$ cat src/rtl/lockstep_pkg.sv
// Shared types and default sizes for the lockstep request-alignment stage.
package lockstep_pkg;

  typedef enum logic [1:0] {
    IDLE    = 2'd0,
    COLLECT = 2'd1,
    ISSUE   = 2'd2
  } state_t;

  localparam int unsigned NB_CORES_DEF = 8;
  localparam int unsigned ADDR_W_DEF   = 32;
  localparam int unsigned DATA_W_DEF   = 32;
  localparam int unsigned TIMEOUT_DEF  = 15;
  localparam int unsigned ERR_CNT_W    = 8;

endpackage

$ cat src/rtl/lockstep_payload_cmp.sv
// Combinational equality reduction over the lanes selected by lane_mask.
// Address and write-enable always take part; with LOCKSTEP_WDATA_CHECK_EN
// defined, all-write transactions also compare write data and byte enables.
module lockstep_payload_cmp
  import lockstep_pkg::*;
#(
  parameter int unsigned NB_CORES = NB_CORES_DEF,
`ifdef LOCKSTEP_WDATA_CHECK_EN
  parameter int unsigned DATA_W   = DATA_W_DEF,
`endif
  parameter int unsigned ADDR_W   = ADDR_W_DEF
) (
  input  logic [NB_CORES-1:0]          lane_mask,
  input  logic [NB_CORES*ADDR_W-1:0]   add,
  input  logic [NB_CORES-1:0]          wen,
`ifdef LOCKSTEP_WDATA_CHECK_EN
  input  logic [NB_CORES*DATA_W-1:0]   wdata,
  input  logic [NB_CORES*DATA_W/8-1:0] be,
`endif
  output logic                         eq
);

`ifdef LOCKSTEP_WDATA_CHECK_EN
  localparam int unsigned BE_W = DATA_W / 8;

  logic [DATA_W-1:0] ref_wdata;
  logic [BE_W-1:0]   ref_be;
`endif
  logic              have_ref;
  logic [ADDR_W-1:0] ref_add;
  logic              ref_wen;

  // The first selected lane is the reference; every later selected lane must match it
  always_comb begin
    eq        = 1'b1;
    have_ref  = 1'b0;
    ref_add   = '0;
    ref_wen   = 1'b0;
`ifdef LOCKSTEP_WDATA_CHECK_EN
    ref_wdata = '0;
    ref_be    = '0;
`endif
    for (int i = 0; i < NB_CORES; i++) begin
      if (lane_mask[i]) begin
        if (!have_ref) begin
          have_ref  = 1'b1;
          ref_add   = add[i*ADDR_W +: ADDR_W];
          ref_wen   = wen[i];
`ifdef LOCKSTEP_WDATA_CHECK_EN
          ref_wdata = wdata[i*DATA_W +: DATA_W];
          ref_be    = be[i*BE_W +: BE_W];
`endif
        end else begin
          if ((add[i*ADDR_W +: ADDR_W] != ref_add) || (wen[i] != ref_wen)) begin
            eq = 1'b0;
          end
`ifdef LOCKSTEP_WDATA_CHECK_EN
          // A read/write mix already fails above, so two writes here mean an all-write set
          if (!wen[i] && !ref_wen &&
              ((wdata[i*DATA_W +: DATA_W] != ref_wdata) || (be[i*BE_W +: BE_W] != ref_be))) begin
            eq = 1'b0;
          end
`endif
        end
      end
    end
  end

endmodule

$ cat src/rtl/lockstep_req_sync.sv
// Lockstep request-alignment stage in front of the grant/rvalid combiner.
// Holds masked core requests until all have arrived (or a timeout forces
// issue), compares payloads and issues the aligned set with a registered
// same_address flag. Transparent when lockstep is off or the mask is empty.
// Optional macro: LOCKSTEP_WDATA_CHECK_EN adds wdata/be to the comparison.
module lockstep_req_sync
  import lockstep_pkg::*;
#(
  parameter int unsigned NB_CORES = NB_CORES_DEF,
  parameter int unsigned ADDR_W   = ADDR_W_DEF,
  parameter int unsigned DATA_W   = DATA_W_DEF,
  parameter int unsigned TIMEOUT  = TIMEOUT_DEF
) (
  input  logic                         clk_i,
  input  logic                         rst_ni,
  input  logic                         lockstep_mode_i,
  input  logic [NB_CORES-1:0]          core_mask_i,
  input  logic [NB_CORES-1:0]          core_req_i,
  input  logic [NB_CORES*ADDR_W-1:0]   core_add_i,
  input  logic [NB_CORES-1:0]          core_wen_i,
  input  logic [NB_CORES*DATA_W-1:0]   core_wdata_i,
  input  logic [NB_CORES*DATA_W/8-1:0] core_be_i,
  output logic [NB_CORES-1:0]          core_gnt_o,
  output logic [NB_CORES-1:0]          out_req_o,
  output logic [NB_CORES*ADDR_W-1:0]   out_add_o,
  output logic [NB_CORES-1:0]          out_wen_o,
  output logic [NB_CORES*DATA_W-1:0]   out_wdata_o,
  output logic [NB_CORES*DATA_W/8-1:0] out_be_o,
  input  logic [NB_CORES-1:0]          out_gnt_i,
  output logic                         same_address_o,
  output logic                         mismatch_o,
  output logic                         timeout_o,
  output logic [ERR_CNT_W-1:0]         err_cnt_o
);

  localparam int unsigned BE_W   = DATA_W / 8;
  localparam int unsigned TCNT_W = $clog2(TIMEOUT + 1);

  state_t state_q, state_d;

  logic [NB_CORES-1:0]        pending_q, pending_nx;
  logic [NB_CORES-1:0]        issue_mask_q;
  logic [NB_CORES-1:0]        mask_q;
  logic [NB_CORES*ADDR_W-1:0] cap_add_q, cap_add_nx;
  logic [NB_CORES-1:0]        cap_wen_q, cap_wen_nx;
  logic [NB_CORES*DATA_W-1:0] cap_wdata_q, cap_wdata_nx;
  logic [NB_CORES*BE_W-1:0]   cap_be_q, cap_be_nx;
  logic [TCNT_W-1:0]          tcnt_q;
  logic                       same_addr_q;
  logic                       mismatch_q;
  logic                       timeout_q;
  logic [ERR_CNT_W-1:0]       err_cnt_q, err_cnt_nx;
  logic [ERR_CNT_W:0]         err_sum;
  logic [1:0]                 err_inc;

  logic                       lockstep_on;
  logic                       bypass;
  logic                       capturing;
  logic [NB_CORES-1:0]        eff_mask;
  logic [NB_CORES-1:0]        masked_req;
  logic                       all_granted;
  logic                       cmp_eq;
  logic                       go_issue, go_collect, go_idle, forced;

  // Mode and mask only matter in IDLE; once a transaction starts the latched mask rules
  assign lockstep_on = lockstep_mode_i && (core_mask_i != '0);
  assign bypass      = rst_ni && (state_q == IDLE) && !lockstep_on;
  assign capturing   = ((state_q == IDLE) && lockstep_on) || (state_q == COLLECT);
  assign eff_mask    = (state_q == IDLE) ? core_mask_i : mask_q;
  assign masked_req  = core_req_i & eff_mask;
  assign all_granted = ((out_gnt_i & issue_mask_q) == issue_mask_q);

  // Saturating error counter: a transaction adds one per mismatch and one per timeout
  assign err_inc    = {1'b0, !cmp_eq} + {1'b0, forced};
  assign err_sum    = {1'b0, err_cnt_q} + {{(ERR_CNT_W-1){1'b0}}, err_inc};
  assign err_cnt_nx = err_sum[ERR_CNT_W] ? {ERR_CNT_W{1'b1}} : err_sum[ERR_CNT_W-1:0];

  // Accumulate pending bits and snapshot each lane's payload on its first arrival
  always_comb begin
    pending_nx   = pending_q;
    cap_add_nx   = cap_add_q;
    cap_wen_nx   = cap_wen_q;
    cap_wdata_nx = cap_wdata_q;
    cap_be_nx    = cap_be_q;
    if (capturing) begin
      pending_nx = pending_q | masked_req;
      for (int i = 0; i < NB_CORES; i++) begin
        if (masked_req[i] && !pending_q[i]) begin
          cap_add_nx[i*ADDR_W +: ADDR_W]   = core_add_i[i*ADDR_W +: ADDR_W];
          cap_wen_nx[i]                    = core_wen_i[i];
          cap_wdata_nx[i*DATA_W +: DATA_W] = core_wdata_i[i*DATA_W +: DATA_W];
          cap_be_nx[i*BE_W +: BE_W]        = core_be_i[i*BE_W +: BE_W];
        end
      end
    end
  end

  // Compare the payload set that will be issued, including lanes captured this cycle
  lockstep_payload_cmp #(
    .NB_CORES (NB_CORES),
`ifdef LOCKSTEP_WDATA_CHECK_EN
    .DATA_W   (DATA_W),
`endif
    .ADDR_W   (ADDR_W)
  ) u_cmp (
    .lane_mask (pending_nx),
    .add       (cap_add_nx),
    .wen       (cap_wen_nx),
`ifdef LOCKSTEP_WDATA_CHECK_EN
    .wdata     (cap_wdata_nx),
    .be        (cap_be_nx),
`endif
    .eq        (cmp_eq)
  );

  // State register
  always_ff @(posedge clk_i or negedge rst_ni) begin
    if (!rst_ni) begin
      state_q <= IDLE;
    end else begin
      state_q <= state_d;
    end
  end

  // Next-state logic; completion is checked before the timeout so it wins a tie
  always_comb begin
    state_d    = state_q;
    go_issue   = 1'b0;
    go_collect = 1'b0;
    go_idle    = 1'b0;
    forced     = 1'b0;
    unique case (state_q)
      IDLE: begin
        if (lockstep_on && (masked_req != '0)) begin
          if (pending_nx == core_mask_i) go_issue   = 1'b1;
          else                           go_collect = 1'b1;
        end
      end
      COLLECT: begin
        if (pending_nx == mask_q) begin
          go_issue = 1'b1;
        end else if (tcnt_q == TCNT_W'(TIMEOUT - 1)) begin
          go_issue = 1'b1;
          forced   = 1'b1;
        end
      end
      ISSUE: begin
        if (all_granted) go_idle = 1'b1;
      end
      default: go_idle = 1'b1;
    endcase
    if (go_issue)        state_d = ISSUE;
    else if (go_collect) state_d = COLLECT;
    else if (go_idle)    state_d = IDLE;
  end

  // Datapath registers: capture, timeout counter, issue snapshot and event pulses
  always_ff @(posedge clk_i or negedge rst_ni) begin
    if (!rst_ni) begin
      pending_q    <= '0;
      issue_mask_q <= '0;
      mask_q       <= '0;
      cap_add_q    <= '0;
      cap_wen_q    <= '0;
      cap_wdata_q  <= '0;
      cap_be_q     <= '0;
      tcnt_q       <= '0;
      same_addr_q  <= 1'b0;
      mismatch_q   <= 1'b0;
      timeout_q    <= 1'b0;
      err_cnt_q    <= '0;
    end else begin
      mismatch_q  <= 1'b0;
      timeout_q   <= 1'b0;
      pending_q   <= pending_nx;
      cap_add_q   <= cap_add_nx;
      cap_wen_q   <= cap_wen_nx;
      cap_wdata_q <= cap_wdata_nx;
      cap_be_q    <= cap_be_nx;
      if (state_q == IDLE) mask_q <= core_mask_i;
      if (go_collect) begin
        tcnt_q <= '0;
      end else if (state_q == COLLECT) begin
        tcnt_q <= tcnt_q + 1'b1;
      end
      if (go_issue) begin
        issue_mask_q <= pending_nx;
        same_addr_q  <= cmp_eq && (pending_nx == eff_mask) && !forced;
        mismatch_q   <= !cmp_eq;
        timeout_q    <= forced;
        err_cnt_q    <= err_cnt_nx;
      end
      if (go_idle) begin
        pending_q    <= '0;
        issue_mask_q <= '0;
        same_addr_q  <= 1'b0;
      end
    end
  end

  // Outputs: straight wires in bypass, otherwise the captured set gated by ISSUE
  always_comb begin
    if (bypass) begin
      out_req_o      = core_req_i;
      out_add_o      = core_add_i;
      out_wen_o      = core_wen_i;
      out_wdata_o    = core_wdata_i;
      out_be_o       = core_be_i;
      core_gnt_o     = out_gnt_i;
      same_address_o = 1'b0;
    end else begin
      out_req_o      = (state_q == ISSUE) ? issue_mask_q : '0;
      out_add_o      = cap_add_q;
      out_wen_o      = cap_wen_q;
      out_wdata_o    = cap_wdata_q;
      out_be_o       = cap_be_q;
      core_gnt_o     = (state_q == ISSUE) ? (out_gnt_i & issue_mask_q) : '0;
      same_address_o = (state_q == ISSUE) && same_addr_q;
    end
    mismatch_o = mismatch_q;
    timeout_o  = timeout_q;
    err_cnt_o  = err_cnt_q;
  end

endmodule

$ cat config.mk
export PLATFORM = sky130hd
export DESIGN_NAME = lockstep_req_sync
export DESIGN_NICKNAME = d
export VERILOG_FILES = /design/src/rtl/lockstep_pkg.sv /design/src/rtl/lockstep_payload_cmp.sv /design/src/rtl/lockstep_req_sync.sv
export SDC_FILE = /design/constraint.sdc
export NUM_CORES = 2
export LEC_CHECK = 0
export BUFFER_PORTS_ARGS = -buffer_cell sky130_fd_sc_hd__buf_4
export CAP_MARGIN = 20
export CORE_AREA = 3 3 453 455
export DETAILED_ROUTE_END_ITERATION = 8
export DIE_AREA = 0 0 456 458
export HOLD_SLACK_MARGIN = 0.08
export PLACE_DENSITY = 0.48
export SLEW_MARGIN = 15
export SYNTH_ARGS = -nofsm -noshare
export SYNTH_HDL_FRONTEND = slang
export SYNTH_SLANG_ARGS = --single-unit
$ cat constraint.sdc
create_clock -name clk_i -period 6.7 [get_ports clk_i]
set_clock_uncertainty 0.15 [all_clocks]
set_input_delay 0.67 -clock clk_i [delete_from_list [all_inputs] [get_ports clk_i]]
set_output_delay 0.67 -clock clk_i [all_outputs]
set_load 0.01 [all_outputs]
==> run summary <==
The run finished with clean final reports. The library cell occupying the most area in the post-synthesis netlist is dfrtp_1. In this run the core area contains 165 standard-cell rows. Traced cell by cell, the critical path runs through buf_4, nand4bb_1, and2_4, o21a_1, nor2_2, buf_12, buf_4, a21oi_1, a21oi_1, buf_4, xnor2_1, nand4_1, nor4_2, buf_4, a31oi_1, a2111oi_4, nand2_1, or3_1, fa_1, ha_1, and3_1, nand2_1, mux2_2.

The time the final worst path needs with I/O delays and setup works out to 6.45 ns. Aggregate global-route resource usage: 0.219. The combinational fraction of design power is 0.636. In this run, the number of DRC markers left after iteration 0 of detailed routing was 2781. For the worst flop-to-flop path, the logic depth is 23.

In the synthesized netlist the dominant register cell turns out to be dfrtp_1. Post-CTS timing repair inserted 0 buffers for setup. Setup violations remaining at the end of the flow were counted as 0.

On the critical path, the stage with the largest delay is an instance of dfrtp_1. For the final weighted congestion of routability-driven global placement, the log shows 0.993. CTS saw 593 sinks. Prior to clock tree synthesis, the placed netlist has a worst setup slack of -0.565 ns.

The critical path contains buffers and inverters numbering 5 combined. The buffer levels on the longest clock path was 3; the proportion of total power due to net switching was 0.453. The setup path with the least slack is of type reg2reg. For this run, the number of Yosys warnings is 0.

TritonCTS created 83 clock buffers. Among cell families on the critical path, the largest total delay comes from simple AND/OR/NAND/NOR gates. Timing would allow up to 155 MHz.

In this run the worst path has a maximum fanout of 11. In the routed layout, each cell is associated on average with a via count of 4.36. The I/O pin total is 1158, and the number of different library cells in the post-synthesis netlist is 93.

The detail route stage leaves a number of antenna-violating nets equal to 0. After detailed routing, the number of remaining DRC violations is 0. The number of synthesized flops with an enable pin is 0, and the average cell area after synthesis is 8.47 sq um. Summed over all layers, the routed wires come to 238000 um. The min-delay analysis places its worst path in the category in2reg. In this run, synthesis produced a sequential element count of 593. The fraction of layout instances using a drive strength above 1 works out to 0.380.

The area of the placeable core was 0.202 sq mm; the area of the die was 0.209 sq mm. By area the synthesized netlist is led by dfrtp_1, nand2_1, mux2_2. From synthesis to final layout, the design area changed by 61.8%. The most prevalent standard cell on the critical path was buf_4. Max-cap violations in this run came to 0. The number of antenna violations at the first check in global routing is 45. Clock root buffer: clkbuf_16.

Internal power comes to 16.9 mW. STA puts the critical path data arrival time at 6.92 ns. Dividing the detail-routed wire length by the instance count gives 26.5 um. The clock-pin slew of the registers on the worst-case setup and hold paths is 0.07 ns.

Across all layers, the routed design uses 39000 vias. Synthesis handed over a netlist of 4270 instances. The later-pin clock latency in the skew report is 0.74 ns. The initial cell density of the core was 0.179; the peak per-stage delay on the critical path was 0.53 ns. In this run the worst setup path terminates at err_cnt_o[4]. By count the netlist is led by nand2_1, dfrtp_1, mux2_2. The share of total power in sequential cells was 0.209; the cell depth of the worst setup path was 23. IR analysis of the VDD net gives a maximum drop of 0.000224 V.

The area share of the leading cell type in the synthesized netlist works out to 0.411. TritonCTS built the clock tree. Most repeated cell in the gate-level netlist after synthesis: nand2_1. The via count of the first global-routing pass came out at 39800. STA classifies the critical path startpoint as a register. The net load switching power came out at 14.0 mW. The filler cell count was 21500.

The tools report the part of the Yosys area used for sequential elements as 0.411. In this run the static leakage power is 29.7 nW. For the clock network power share, the log shows 0.155.

Global routing finished with a remaining overflow of 0. The worst-case headroom to the max-slew limit was 0.303. The tools report the hold violation total from the final report as 0.

The power per cell area is 528 mW/mm^2, and the vertical extent of the die is 458 um. The logs give 0.246 ns for the worst-case setup margin in the final layout and 6 for the number of detailed-routing iterations run before antenna repair. The count of input and output buffers came out at 1157. Tracing the worst setup path back leads to its startpoint at state_q[0]. The share of the clock period used by the worst path after layout is 0.963. Maximum number of pins on one net before global-route repair: 151. The HPWL after detailed placement is 196000 um. The share of async-settable or async-resettable flops after synthesis is 1.00. The run gives 324000 um as the first-pass GRT wire length. The tools report the startpoint of the worst-slack reg-to-reg timing path as state_q[0]. Synthesis produced a netlist with a net count of 4853. The worst register-to-register path has a setup slack of 0.25 ns.

The category of the worst setup path capture point is a register. The clock tree synthesis step divided the H-tree into 3 levels. The overall die width came out at 456 um. The number of pins with negative max-slew slack in the final report is 0.

The cell area that synthesis handed to floorplanning was 0.0361 sq mm. For the pin with the worst max-slew slack, the measured transition is 1.04 ns. Capture instance of the worst register-to-register path: err_cnt_o[4]. The net count of the finished layout is 6776. Setup repair after global routing left no endpoint under its margin. The data required time of the critical path is 7.16 ns, and the end-of-flow core utilization is 0.290.
## cell type report
type	instances	area, sq um	area share
flip-flops and latches	593	14800	0.254
well taps	2672	3340	0.0572
clock buffers	117	2370	0.0406
clock inverters	35	536	0.00916
repair buffers	2081	17000	0.290
diodes	29	72.6	0.00124
inverters	150	563	0.00963
multi-input cells	3284	19800	0.339
## cells in the final DEF (no fill, tap or decap), drive strengths merged, types with 6 or more instances in the layout
cell         netlist  layout
nand2           1801    1801
buf               83    1743
dfrtp            593     593
mux2             421     421
dlygate4sd3        0     338
xnor2            184     184
inv              150     153
mux2i            145     145
clkbuf           160     117
nor2             105     105
a21oi             68      68
o21ai             63      63
xor2              54      54
a22oi             39      39
o211ai            33      33
nand4             30      30
a31oi             30      30
diode              0      29
a211oi            28      28
nand3             26      26
nor4              25      25
o22ai             22      22
a22o              21      21
nor3              21      21
clkinv             0      20
o21a              14      14
and3              11      11
a221oi            11      11
or4               11      11
bufinv             0       9
a2111oi            9       9
a21boi             8       8
nor2b              7       7
o211a              7       7
a21o               7       7
and2               7       7
o2111ai            6       6
a211o              6       6
## cells by family (layout without fill, tap and decap cells)
group | count (synthesis) | after routing | share of synthesized area
flip-flops | 593 | 593 | 0.411
AO/OA/AOI/OAI | 412 | 412 | 0.0847
adder cells (fa/ha/maj) | 4 | 4 | 0.00159
other | 0 | 29 | 0
buffers and inverters | 393 | 2383 | 0.0471
AND/OR/NAND/NOR | 2064 | 2064 | 0.227
multiplexers | 566 | 566 | 0.172
XOR/XNOR | 238 | 238 | 0.0577
## worst min-delay path by stage
stage	startpoint	end	slack [ns]	depth (start not counted)
finish	core_add_i[253]	cap_add_q[253]	0.16	3
CTS	core_add_i[253]	cap_add_q[253]	0.08	3
global route	core_add_i[189]	cap_add_q[189]	0.13	2
global placement	tcnt_q[3]	tcnt_q[3]	0.32	1
floorplan	rst_ni	cap_add_q[0]	0.22	0
detailed placement	cap_wdata_q[198]	cap_wdata_q[198]	0.34	1
## through the flow
| stage | total power, mW | hold WS [ns] | instances | setup TNS [ns] | cell area, sq um |
|---|---|---|---|---|---|
| CTS | 31.1 | 0.0844 | 8932 | 0 | 58300 |
| floorplan | 15.0 | 0.224 | 4270 | 0 | 36100 |
| global route | 32.5 | 0.134 | 8956 | 0 | 58500 |
| detailed placement | 25.9 | 0.342 | 8442 | -3.35 | 52000 |
| finish | 30.9 | 0.157 | 8961 | 0 | 58500 |
| global placement | 25.8 | 0.325 | 8441 | -3.56 | 52000 |
## layer usage
layer | part of all wire | up-vias | track usage
met5 | 0.00019 | - | 0
met4 | 0.055 | 8 | 0.111
met2 | 0.49 | 1285 | 0.378
met3 | 0.051 | 372 | 0.0365
met1 | 0.41 | 19400 | 0.263
li1 | - | 18000 | -
## worst reg2reg max path, cell delays in order (launching register included)
cell and delay (ns):
dfrtp_1 0.53, buf_4 0.23, nand4bb_1 0.30, and2_4 0.29, o21a_1 0.23, nor2_2 0.16, buf_12 0.16, buf_4 0.18
a21oi_1 0.14, a21oi_1 0.39, buf_4 0.20, xnor2_1 0.13, nand4_1 0.22, nor4_2 0.44, buf_4 0.17, a31oi_1 0.15
a2111oi_4 0.39, nand2_1 0.18, or3_1 0.45, fa_1 0.43, ha_1 0.22, and3_1 0.19, nand2_1 0.08, mux2_2 0.33
## repair_timing
action	4_1_cts	5_1_grt
hold buffers	338	0
setup endpoints to repair	8	8
gates resized for setup	6	19
pin swaps	0	1
endpoints found under the hold margin	402	0
## state kept, by name, indices dropped and copies added, names as in the netlist
register,cells
pending_q,8
mismatch_o,1
mask_q,8
err_cnt_o,8
timeout_o,1
same_addr_q,1
state_q,2
tcnt_q,4
issue_mask_q,8
cap_add_q,256
cap_wdata_q,256
cap_wen_q,8
cap_be_q,32
## power by group through the flow
| stage | clock (mW) | sequential [mW] | combinational (mW) |
|---|---|---|---|
| CTS | 4.95 | 6.44 | 19.7 |
| global placement | 0 | 6.44 | 19.4 |
| floorplan | 0 | 6.04 | 8.95 |
| detailed placement | 0 | 6.49 | 19.4 |
| finish | 4.79 | 6.46 | 19.7 |
| global route | 5.07 | 6.67 | 20.8 |
Note: power is estimated with default switching activity, not from simulation.
